`src/rtl/ps2_rx_core.sv`:
```
// PS/2 device-to-host receive engine.
// Filters the raw lines, deframes 11-bit frames, buffers one byte.
module ps2_rx_core #(
    parameter int FILT_LEN    = 4,
    parameter int TIMEOUT_CYC = 2000
) (
    input  logic       clk_i,
    input  logic       rst_n_i,
    input  logic       ps2_clk_i,
    input  logic       ps2_dat_i,
    output logic [7:0] dat_o,
    output logic       valid_o,
    input  logic       ready_i,
    output logic       par_err_o,
    output logic       frm_err_o,
    output logic       ovf_o
);

    localparam int FW = $clog2(FILT_LEN + 1);
    localparam int TW = $clog2(TIMEOUT_CYC + 1);
    localparam logic [FW-1:0] FILT_MAX = FW'(FILT_LEN - 1);
    localparam logic [TW-1:0] TMO_MAX  = TW'(TIMEOUT_CYC - 1);

    typedef enum logic [1:0] {
        IDLE,
        DATA,
        PARITY,
        STOP
    } state_t;

    logic          clk_s1;
    logic          clk_s2;
    logic          dat_s1;
    logic          dat_s2;
    logic          filt_clk;
    logic          filt_prev;
    logic [FW-1:0] filt_cnt;
    logic          fall;

    state_t        state;
    logic [2:0]    bit_cnt;
    logic [TW-1:0] tmo_cnt;
    logic [7:0]    shreg;
    logic          par_bit;
    logic          par_ok;

    // Synchronise both lines and debounce the clock line.
    always_ff @(posedge clk_i or negedge rst_n_i) begin
        if (!rst_n_i) begin
            clk_s1    <= 1'b1;
            clk_s2    <= 1'b1;
            dat_s1    <= 1'b1;
            dat_s2    <= 1'b1;
            filt_clk  <= 1'b1;
            filt_prev <= 1'b1;
            filt_cnt  <= '0;
        end else begin
            clk_s1    <= ps2_clk_i;
            clk_s2    <= clk_s1;
            dat_s1    <= ps2_dat_i;
            dat_s2    <= dat_s1;
            filt_prev <= filt_clk;
            if (clk_s2 == filt_clk) begin
                filt_cnt <= '0;
            end else if (filt_cnt == FILT_MAX) begin
                filt_clk <= clk_s2;
                filt_cnt <= '0;
            end else begin
                filt_cnt <= filt_cnt + FW'(1);
            end
        end
    end

    assign fall   = filt_prev & ~filt_clk;
    assign par_ok = ^{shreg, par_bit};

    // Frame FSM, timeout, output buffer and status pulses.
    always_ff @(posedge clk_i or negedge rst_n_i) begin
        if (!rst_n_i) begin
            state     <= IDLE;
            bit_cnt   <= '0;
            tmo_cnt   <= '0;
            shreg     <= '0;
            par_bit   <= 1'b0;
            dat_o     <= '0;
            valid_o   <= 1'b0;
            par_err_o <= 1'b0;
            frm_err_o <= 1'b0;
            ovf_o     <= 1'b0;
        end else begin
            par_err_o <= 1'b0;
            frm_err_o <= 1'b0;
            ovf_o     <= 1'b0;
            if (valid_o && ready_i) begin
                valid_o <= 1'b0;
            end
            if (fall) begin
                tmo_cnt <= '0;
                unique case (state)
                    IDLE: begin
                        if (!dat_s2) begin
                            state   <= DATA;
                            bit_cnt <= '0;
                        end
                    end
                    DATA: begin
                        shreg   <= {dat_s2, shreg[7:1]};
                        bit_cnt <= bit_cnt + 3'd1;
                        if (bit_cnt == 3'd7) begin
                            state <= PARITY;
                        end
                    end
                    PARITY: begin
                        par_bit <= dat_s2;
                        state   <= STOP;
                    end
                    STOP: begin
                        state <= IDLE;
                        if (!par_ok) begin
                            par_err_o <= 1'b1;
                        end else if (!dat_s2) begin
                            frm_err_o <= 1'b1;
                        end else if (!valid_o || ready_i) begin
                            dat_o   <= shreg;
                            valid_o <= 1'b1;
                        end else begin
                            ovf_o <= 1'b1;
                        end
                    end
                endcase
            end else if (state != IDLE) begin
                if (tmo_cnt == TMO_MAX) begin
                    state     <= IDLE;
                    frm_err_o <= 1'b1;
                    tmo_cnt   <= '0;
                end else begin
                    tmo_cnt <= tmo_cnt + TW'(1);
                end
            end else begin
                tmo_cnt <= '0;
            end
        end
    end

endmodule

```
`config.mk`:
```
export PLATFORM = sky130hd
export DESIGN_NAME = ps2_rx_core
export DESIGN_NICKNAME = d
export VERILOG_FILES = /design/src/rtl/ps2_rx_core.sv
export SDC_FILE = /design/constraint.sdc
export NUM_CORES = 1
export LEC_CHECK = 0
export ABC_CLOCK_PERIOD_IN_PS = 2400
export BUFFER_PORTS_ARGS = -buffer_cell sky130_fd_sc_hd__buf_2
export CAP_MARGIN = 20
export CORE_AREA = 2 2 64 66
export DETAILED_ROUTE_END_ITERATION = 7
export DIE_AREA = 0 0 66 68
export GPL_TIMING_DRIVEN = 0
export PLACE_DENSITY = 0.73
export SKIP_CTS_REPAIR_TIMING = 1
export SLEW_MARGIN = 20
export SYNTH_ARGS = -nofsm -noshare
export SYNTH_HDL_FRONTEND = slang
export SYNTH_SLANG_ARGS = --single-unit
```
`constraint.sdc`:
```
create_clock -name clk_i -period 2.4 [get_ports clk_i]
set_input_delay 0.48 -clock clk_i [delete_from_list [all_inputs] [get_ports clk_i]]
set_output_delay 0.48 -clock clk_i [all_outputs]
set_load 0.02 [all_outputs]
```
==> results_dict.tcl, run 1 <==
set metrics [dict create \
    status "finished, final reports clean" \
    antenna_found_initial 0 \
    fin_skew_ns 0.006017 \
    multiInputGateArea_sq_um 907.1 \
    p_int_mw 1.677 \
    finalSetupViolCount 0 \
    grt_pass1_vias 1365 \
    ys_async_sr_fraction_pct 100.0 \
    cts.sinks 46 \
    cp-end-kind "flip-flop" \
    slew_headroom_pct 62.68 \
    vdd_drop_max_mv 0.4543 \
    synth_top_flop_cell "dfrtp_1" \
    fp.dieW_um 66 \
    p_per_area_nw_per_um2 1076 \
    final_layout_size_suffix_gt1_share_pct 27.46 \
    worstPathRequired_ns 2.58 \
    worstSetupPathType "flip-flop to flip-flop" \
    die_area_sq_um 4488 \
    design_area_sq_um 2347 \
    cp.arrival_ns 2.27 \
    hold_violations 0 \
    finalMaxSlewViolations 0 \
    routedWlPerCell_um 14.58 \
    vias_per_cell 5.551 \
    cts.clk_slew.worst_paths_ns 0.08 \
    numCtsBuffers 5 \
    grt_usage_pct 18.37 \
    synth_area_leader_cell "dfrtp_1" \
    ant_nets 0 \
    yosys_warnings 0 \
    die_h_um 68 \
    ioPinCount 17 \
    switching_power_uw 849.1 \
    root_buffer "clkbuf_8" \
    worst_setup_path_start_kind "flip-flop" \
    ys_ff_latch 46 \
    synth_edf_count 0 \
    p_comb_share_pct 35.1 \
    placed_area_sq_um 2238 \
    grt_max_degree 47 \
    yosysUniqueCellTypes 40 \
    p_leak_nw 1.098 \
    htree_num_levels 2 \
    avgSynthCellArea_sq_um 12.40 \
    drt_pass1_iterations 4 \
    io_buffers 16 \
    synth_top_area_share_pct 47.76 \
    syn_nets 182 \
    fill_cells 327 \
    power_frac_seq_pct 42.9 \
    seq_area_frac_synth_pct 55.28 \
    worst_pin_slew_ns 0.5598 \
    period_share_pct 86.76 \
    nets 205 \
    post-route-drc-count 0 \
    via_count 1349 \
    final_cell_mix "dfrtp_1, mux2_2, buf_2" \
    final_common_cell "dfrtp_1" \
    rsz0062_at_grt "false" \
    whs_ns 0.1681 \
    min_period_ns 2.082 \
    cts_tree "done" \
    power.share.switching_pct 33.61 \
    cap_violations 0 \
    synthCells 169 \
    rows 23 \
    start_util_pct 54.35 \
    netlist_top_cells_area "dfrtp_1, mux2_2, dfstp_2" \
    hold_path.class "primary input to async pin" \
    crit_fanout 10 \
    drt_iter0_drc 75 \
    grt_pass1_wl_mm 6.141 \
    diodes 0 \
    coreArea_sq_um 3856 \
    fin_tns_setup_ns 0 \
    clk_path_buf_depth 2 \
    seqCellArea_sq_um 1159 \
    place.gp.congestion 0.7456 \
    drt-total-wl_mm 3.543 \
    area_growth_pct 12.00 \
    grt-ovfl-total 0 \
    syn_area_sq_um 2096 \
    clockPowerShare_pct 22.1 \
    clock_latency_ns 0.30 \
    hpwlAfterDp_mm 2.626 \
    fmax_ghz 0.4803 \
]
metrics by stage:
step | setup WS [ns] | utilization [%] | power [mW] | instances
2_1_floorplan | 0.6054 | - | 1.770 | 169
3_3_place_gp | 0.3900 | 58.05 | 1.921 | 235
3_5_place_dp | 0.3192 | 58.05 | 1.989 | 235
4_1_cts | 0.2995 | 60.80 | 2.545 | 243
5_1_grt | 0.1476 | 60.87 | 2.702 | 243
6_report | 0.3179 | 60.87 | 2.526 | 243
routing by layer:
layer | global-route usage [%] | vias up | wire (um)
li1 | - | 646 | -
met1 | 20.98 | 682 | 1514
met2 | 33.21 | 15 | 1870
met3 | 4.441 | 6 | 99
met4 | 7.653 | 0 | 59
met5 | 0 | - | 0
state kept, by name, summed over array words and instances, names as in the netlist, 2 cells and up:
signal,flops
shreg,8
state,2
tmo_cnt,11
filt_cnt,3
bit_cnt,3
dat_o,8
final cells by class:
class / instances / area share (%)
clock inverter: 1 / 1.279
tap: 50 / 2.665
buffer: 3 / 0.4797
multi-input combinational: 115 / 38.65
sequential: 46 / 49.36
clock buffer: 7 / 3.252
timing repair buffer: 16 / 3.518
inverter: 5 / 0.7996
Yosys cell counts (all sizes together), types with 3 or more instances:
cell type  number
clkbuf          3
dfrtp          40
dfstp           6
ha              8
inv             5
mux2           18
nand2           9
nand2b          3
nand3           9
nor2           12
nor2b           3
nor3b           4
o21ai           7
xnor2           6
xor2            5
final timing paths:
| check | from | end | slack (ns) | cells past startpoint |
|---|---|---|---|---|
| min | rst_n_i | shreg[2] | 0.17 | 1 |
| max | state[1] | state[1] | 0.32 | 7 |
| min reg2reg | clk_s1 | clk_s2 | 0.36 | 0 |
| max in group asynchronous | rst_n_i | clk_s1 | 1.85 | 1 |
| min in group clk_i | ps2_clk_i | clk_s1 | 0.27 | 1 |
| max reg2reg | state[1] | state[1] | 0.32 | 7 |
worst max-delay path, stage by stage (launching register included):
cell and delay, ns:
dfrtp_1 0.39, inv_1 0.08, ha_1 0.27, nand3b_1 0.12
clkbuf_1 0.41, a2bb2oi_1 0.29, o21ai_0 0.18, a32o_1 0.23
kinds of logic after synthesis:
logic type      Yosys count  synth area share (%)
compound gates           19                 6.269
xor+xnor                 13                 6.866
fa+ha+maj                 8                 4.776
buf+inv                   8                 1.433
flops                    46                 55.28
mux                      19                 10.75
simple gates             56                 14.63
power groups by stage:
stage	registers (mW)	clock network, mW	logic, mW
finish	1.08	0.557	0.886
global route	1.11	0.599	0.991
CTS	1.09	0.565	0.895
detailed placement	1.10	0	0.887
global placement	1.08	0	0.836
floorplan	1.09	0	0.682
Note: power is estimated with default switching activity, not from simulation.
==> run 2: changes to the inputs <==
Settings changed: MAX_ROUTING_LAYER from default to met4.
==> run 2 against run 1 <==
Utilization stayed put. Sequential cell count unchanged. Clock power is essentially flat. Clock skew about the same. Routed wire length rose by 0.11%. Combinational power hardly changed. Count of clock-buffer cells in the layout stayed put. Cell count unchanged. Critical path depth stayed put. Sequential share of layout area did not move. Largest power group unchanged.
==> results_dict.tcl, run 2 (synthesis results as in run 1) <==
set metrics [dict create \
    cts.sinks 46 \
    whs_ns 0.1680 \
    fmax_ghz 0.4766 \
    grt_max_degree 47 \
    met3_length_um 102 \
    hpwlAfterDp_mm 2.626 \
    met2_length_mm 1.877 \
    crit_cells 7 \
    place_inst 235 \
    grt_pass1_wl_mm 6.154 \
    grt_pass1_vias 1364 \
    status "finished, final reports clean" \
    antenna_found_initial 0 \
    nets 205 \
    finalWorstSetupSlack_ns 0.3019 \
    coreArea_sq_um 3856 \
    worst_setup_path_start_kind "flip-flop" \
    htree_num_levels 2 \
    final_common_cell "dfrtp_1" \
    fill_cells 327 \
    clk_path_buf_depth 2 \
    post-route-drc-count 0 \
    placed_area_sq_um 2238 \
    cts_tree "done" \
    grt_usage_pct 18.92 \
    place.gp.congestion 0.7551 \
    top_regs "tmo_cnt: 11 flops, dat_o: 8 flops, shreg: 8 flops" \
    worstSetupPathType "flip-flop to flip-flop" \
    max_stage_delay_ns 0.43 \
    design_area_sq_um 2347 \
    worstPathRequired_ns 2.58 \
    finalSetupViolCount 0 \
    vias_per_cell 5.543 \
    stdcell_count 243 \
    ff2ff_path_depth 7 \
    ant_nets 0 \
    crit_fanout 10 \
    rrSetupSlack_ns 0.30 \
    largest-register "tmo_cnt" \
    top_layer_used "met4" \
    min_period_ns 2.098 \
    worst_pin_slew_ns 0.5596 \
    routedWlPerCell_um 14.60 \
    diodes 0 \
    drt-met1-wl_mm 1.509 \
    grt-ovfl-total 0 \
    cap_violations 0 \
    root_buffer "clkbuf_8" \
    rows 23 \
    cp.arrival_ns 2.28 \
    rsz0062_at_grt "false" \
    drt_iter0_drc 81 \
    cts.clk_slew.worst_paths_ns 0.08 \
    largest_register_ff_count 11 \
    p_leak_nw 1.098 \
    period_share_pct 87.42 \
    fin_skew_ns 0.006082 \
    final_cell_mix "dfrtp_1, mux2_2, buf_2" \
    cp-end-kind "flip-flop" \
    fin_tns_setup_ns 0 \
    post-route-util_pct 60.87 \
    die_h_um 68 \
    seqCellArea_sq_um 1159 \
    p_per_area_nw_per_um2 1077 \
    drt_pass1_iterations 4 \
    die_area_sq_um 4488 \
    finalMaxSlewViolations 0 \
    slew_headroom_pct 62.69 \
    numCtsBuffers 5 \
    final_layout_size_suffix_gt1_share_pct 27.46 \
    pre_cts_slack_ns 0.3192 \
    area_growth_pct 12.00 \
    ioPinCount 17 \
    drt-total-wl_mm 3.547 \
    finalPower_mw 2.527 \
    critPathTopFamily "compound AO/OA/AOI/OAI gates" \
    hold_violations 0 \
    via_count 1347 \
    clock_latency_ns 0.30 \
    hold_path.class "primary input to async pin" \
    cp_cell_sequence "inv_1, ha_1, nand3b_1, clkbuf_1, a2bb2oi_1, o21ai_0, a32o_1" \
    critPathSlowestCell "clkbuf_1" \
    fp.dieW_um 66 \
    crit_buf_inv 2 \
    vdd_drop_max_mv 0.4543 \
    start_util_pct 54.35 \
    io_buffers 16 \
    multiInputGateArea_sq_um 907.1 \
]
[run 2: cell counts in the layout (fill, tap and decap cells not counted)]
No cell type changed its count.
[run 2: worst register-to-register path, delay by kind of cell (launching register included)]
kind                     cells  cell delay [ns]
AO/OA/AOI/OAI                3             0.70
buffers and inverters        2             0.51
flip-flops                   1             0.39
adder cells (fa/ha/maj)      1             0.27
AND/OR/NAND/NOR              1             0.12
[run 2: path summary, 6_finish.rpt]
kind | end | from
worst max-delay path | state[1] | state[1]
worst min-delay path | shreg[2] | rst_n_i
worst max register to register | state[1] | state[1]
worst min register to register | clk_s2 | clk_s1
max in group asynchronous | clk_s1 | rst_n_i
min in group clk_i | clk_s1 | ps2_clk_i
[run 2: routing by layer]
| layer | global-route usage [%] | up-vias |
|---|---|---|
| met1 | 20.98 | 680 |
| li1 | - | 644 |
| met5 | - | - |
| met2 | 33.21 | 17 |
| met4 | 7.653 | 0 |
| met3 | 4.441 | 6 |
[run 2: where the power goes]
group	total [mW]	internal, mW	switching, mW
sequential	1.08	0.946	0.138
clock	0.557	0.312	0.246
combinational	0.886	0.420	0.466
[run 2: cell type report]
| class | count | share of cell area (%) |
|---|---|---|
| multi-input combinational | 115 | 38.65 |
| sequential | 46 | 49.36 |
| tap | 50 | 2.665 |
| buffer | 3 | 0.4797 |
| clock buffer | 7 | 3.252 |
| clock inverter | 1 | 1.279 |
| timing repair buffer | 16 | 3.518 |
| inverter | 5 | 0.7996 |
==> run 3: changes to the inputs <==
Settings changed: GPL_TIMING_DRIVEN 0 to default.
==> run 3 against run 2 <==
Via count down 2.4%. Non-clock buffer count unchanged. Count of clock-buffer cells in the layout down 2. Die area unchanged. Critical path depth down 3. Cell count unchanged. Sequential power about the same. Power up 0.43%.
==> results_dict.tcl, run 3 (synthesis results as in run 1) <==
set metrics [dict create \
    routedWlPerCell_um 14.48 \
    place.gp.congestion 0.8551 \
    cp-end-kind "flip-flop" \
    whs_ns 0.1487 \
    clock_latency_ns 0.31 \
    period_share_pct 80.49 \
    final_layout_size_suffix_gt1_share_pct 30.05 \
    post-route-drc-count 0 \
    hold_violations 0 \
    cts.sinks 46 \
    rows 23 \
    coreArea_sq_um 3856 \
    status "finished, final reports clean" \
    grt-ovfl-total 0 \
    io_buffers 16 \
    power.share.switching_pct 33.47 \
    start_util_pct 54.35 \
    p_comb_share_pct 35.0 \
    final_common_cell "dfrtp_1" \
    grt_max_degree 25 \
    fill_cells 328 \
    die_h_um 68 \
    hold_path.class "primary input to async pin" \
    worst_pin_slew_ns 0.5429 \
    worstPathRequired_ns 2.59 \
    finalMaxSlewViolations 0 \
    hpwlAfterDp_mm 2.641 \
    min_period_ns 1.932 \
    area_growth_pct 13.13 \
    switching_power_uw 849.5 \
    ant_nets 0 \
    ff2ff_path_depth 4 \
    die_area_sq_um 4488 \
    numCtsBuffers 5 \
    largest-register "tmo_cnt" \
    finalWorstSetupSlack_ns 0.4682 \
    clk_path_buf_depth 2 \
    largest_register_ff_count 11 \
    cp.arrival_ns 2.12 \
    power_frac_seq_pct 42.8 \
    drt_pass1_iterations 4 \
    slew_headroom_pct 63.81 \
    fin_skew_ns 0.01025 \
    p_per_area_nw_per_um2 1071 \
    drt_iter0_drc 104 \
    fin_tns_setup_ns 0 \
    root_buffer "clkbuf_8" \
    top_regs "tmo_cnt: 11 flops, dat_o: 8 flops, shreg: 8 flops" \
    fp.dieW_um 66 \
    drt-total-wl_mm 3.519 \
    cts_tree "done" \
    grt_pass1_vias 1341 \
    cts.clk_slew.worst_paths_ns 0.08 \
    pre_cts_slack_ns 0.4692 \
    p_int_mw 1.689 \
    diodes 0 \
    ioPinCount 17 \
    grt_pass1_wl_mm 6.092 \
    clockPowerShare_pct 22.2 \
    via_count 1315 \
    antenna_found_initial 0 \
    vdd_drop_max_mv 0.5674 \
    p_leak_nw 1.118 \
    fmax_ghz 0.5177 \
    vias_per_cell 5.412 \
    cap_violations 0 \
    rsz0062_at_grt "false" \
    htree_num_levels 2 \
    final_cell_mix "dfrtp_1, mux2_2, buf_2" \
    nets 205 \
    crit_fanout 8 \
    worstSetupPathType "flip-flop to flip-flop" \
    grt_usage_pct 18.90 \
    finalSetupViolCount 0 \
    worst_setup_path_start_kind "flip-flop" \
]
-- run 3: area by class of cell --
| class | instances | area (sq um) | area share [%] |
|---|---|---|---|
| inverter | 5 | 18.77 | 0.7916 |
| tap | 50 | 62.56 | 2.639 |
| clock buffer | 5 | 68.82 | 2.902 |
| timing repair buffer | 19 | 115.1 | 4.855 |
| multi-input combinational | 115 | 907.1 | 38.26 |
| clock inverter | 3 | 40.04 | 1.689 |
| sequential | 46 | 1159 | 48.87 |
-- run 3: through the flow --
step | util, % | instances | cell area, sq um | total power [mW]
2_1_floorplan | - | 169 | 2096 | 1.770
3_3_place_gp | 58.66 | 235 | 2262 | 1.938
3_5_place_dp | 58.66 | 235 | 2262 | 2.005
4_1_cts | 61.49 | 243 | 2371 | 2.568
5_1_grt | 61.49 | 243 | 2371 | 2.707
6_report | 61.49 | 243 | 2371 | 2.538
-- run 3: final timing paths --
path                           start        to  slack (ns)
setup / recovery            shreg[1]  dat_o[5]        0.47
hold / removal               rst_n_i  dat_o[3]        0.15
setup reg to reg            shreg[1]  dat_o[5]        0.47
hold reg to reg               dat_s1    dat_s2        0.36
max in group asynchronous    rst_n_i    clk_s2        1.66
min in group clk_i         ps2_clk_i    clk_s1        0.27
-- run 3: power groups by stage --
stage | Combinational [mW] | Sequential [mW] | Clock [mW]
floorplan | 0.682 | 1.09 | 0
global placement | 0.854 | 1.08 | 0
detailed placement | 0.901 | 1.10 | 0
CTS | 0.905 | 1.09 | 0.576
global route | 0.990 | 1.11 | 0.604
finish | 0.889 | 1.09 | 0.563
-- run 3: critical path: stages, from the launching register on --
cell and delay [ns]:
dfrtp_1 0.42, xor2_1 0.17, xnor3_2 0.44, mux2i_4 0.40
mux2_2 0.38
-- run 3: per-layer routing --
metal  routed length (um)  vias up  track usage (%)
met1                 1604      648            22.34
met4                   72        0            8.163
li1                     -      644                -
met3                  116        6            4.934
met5                    0        -                -
met2                 1726       17            30.93
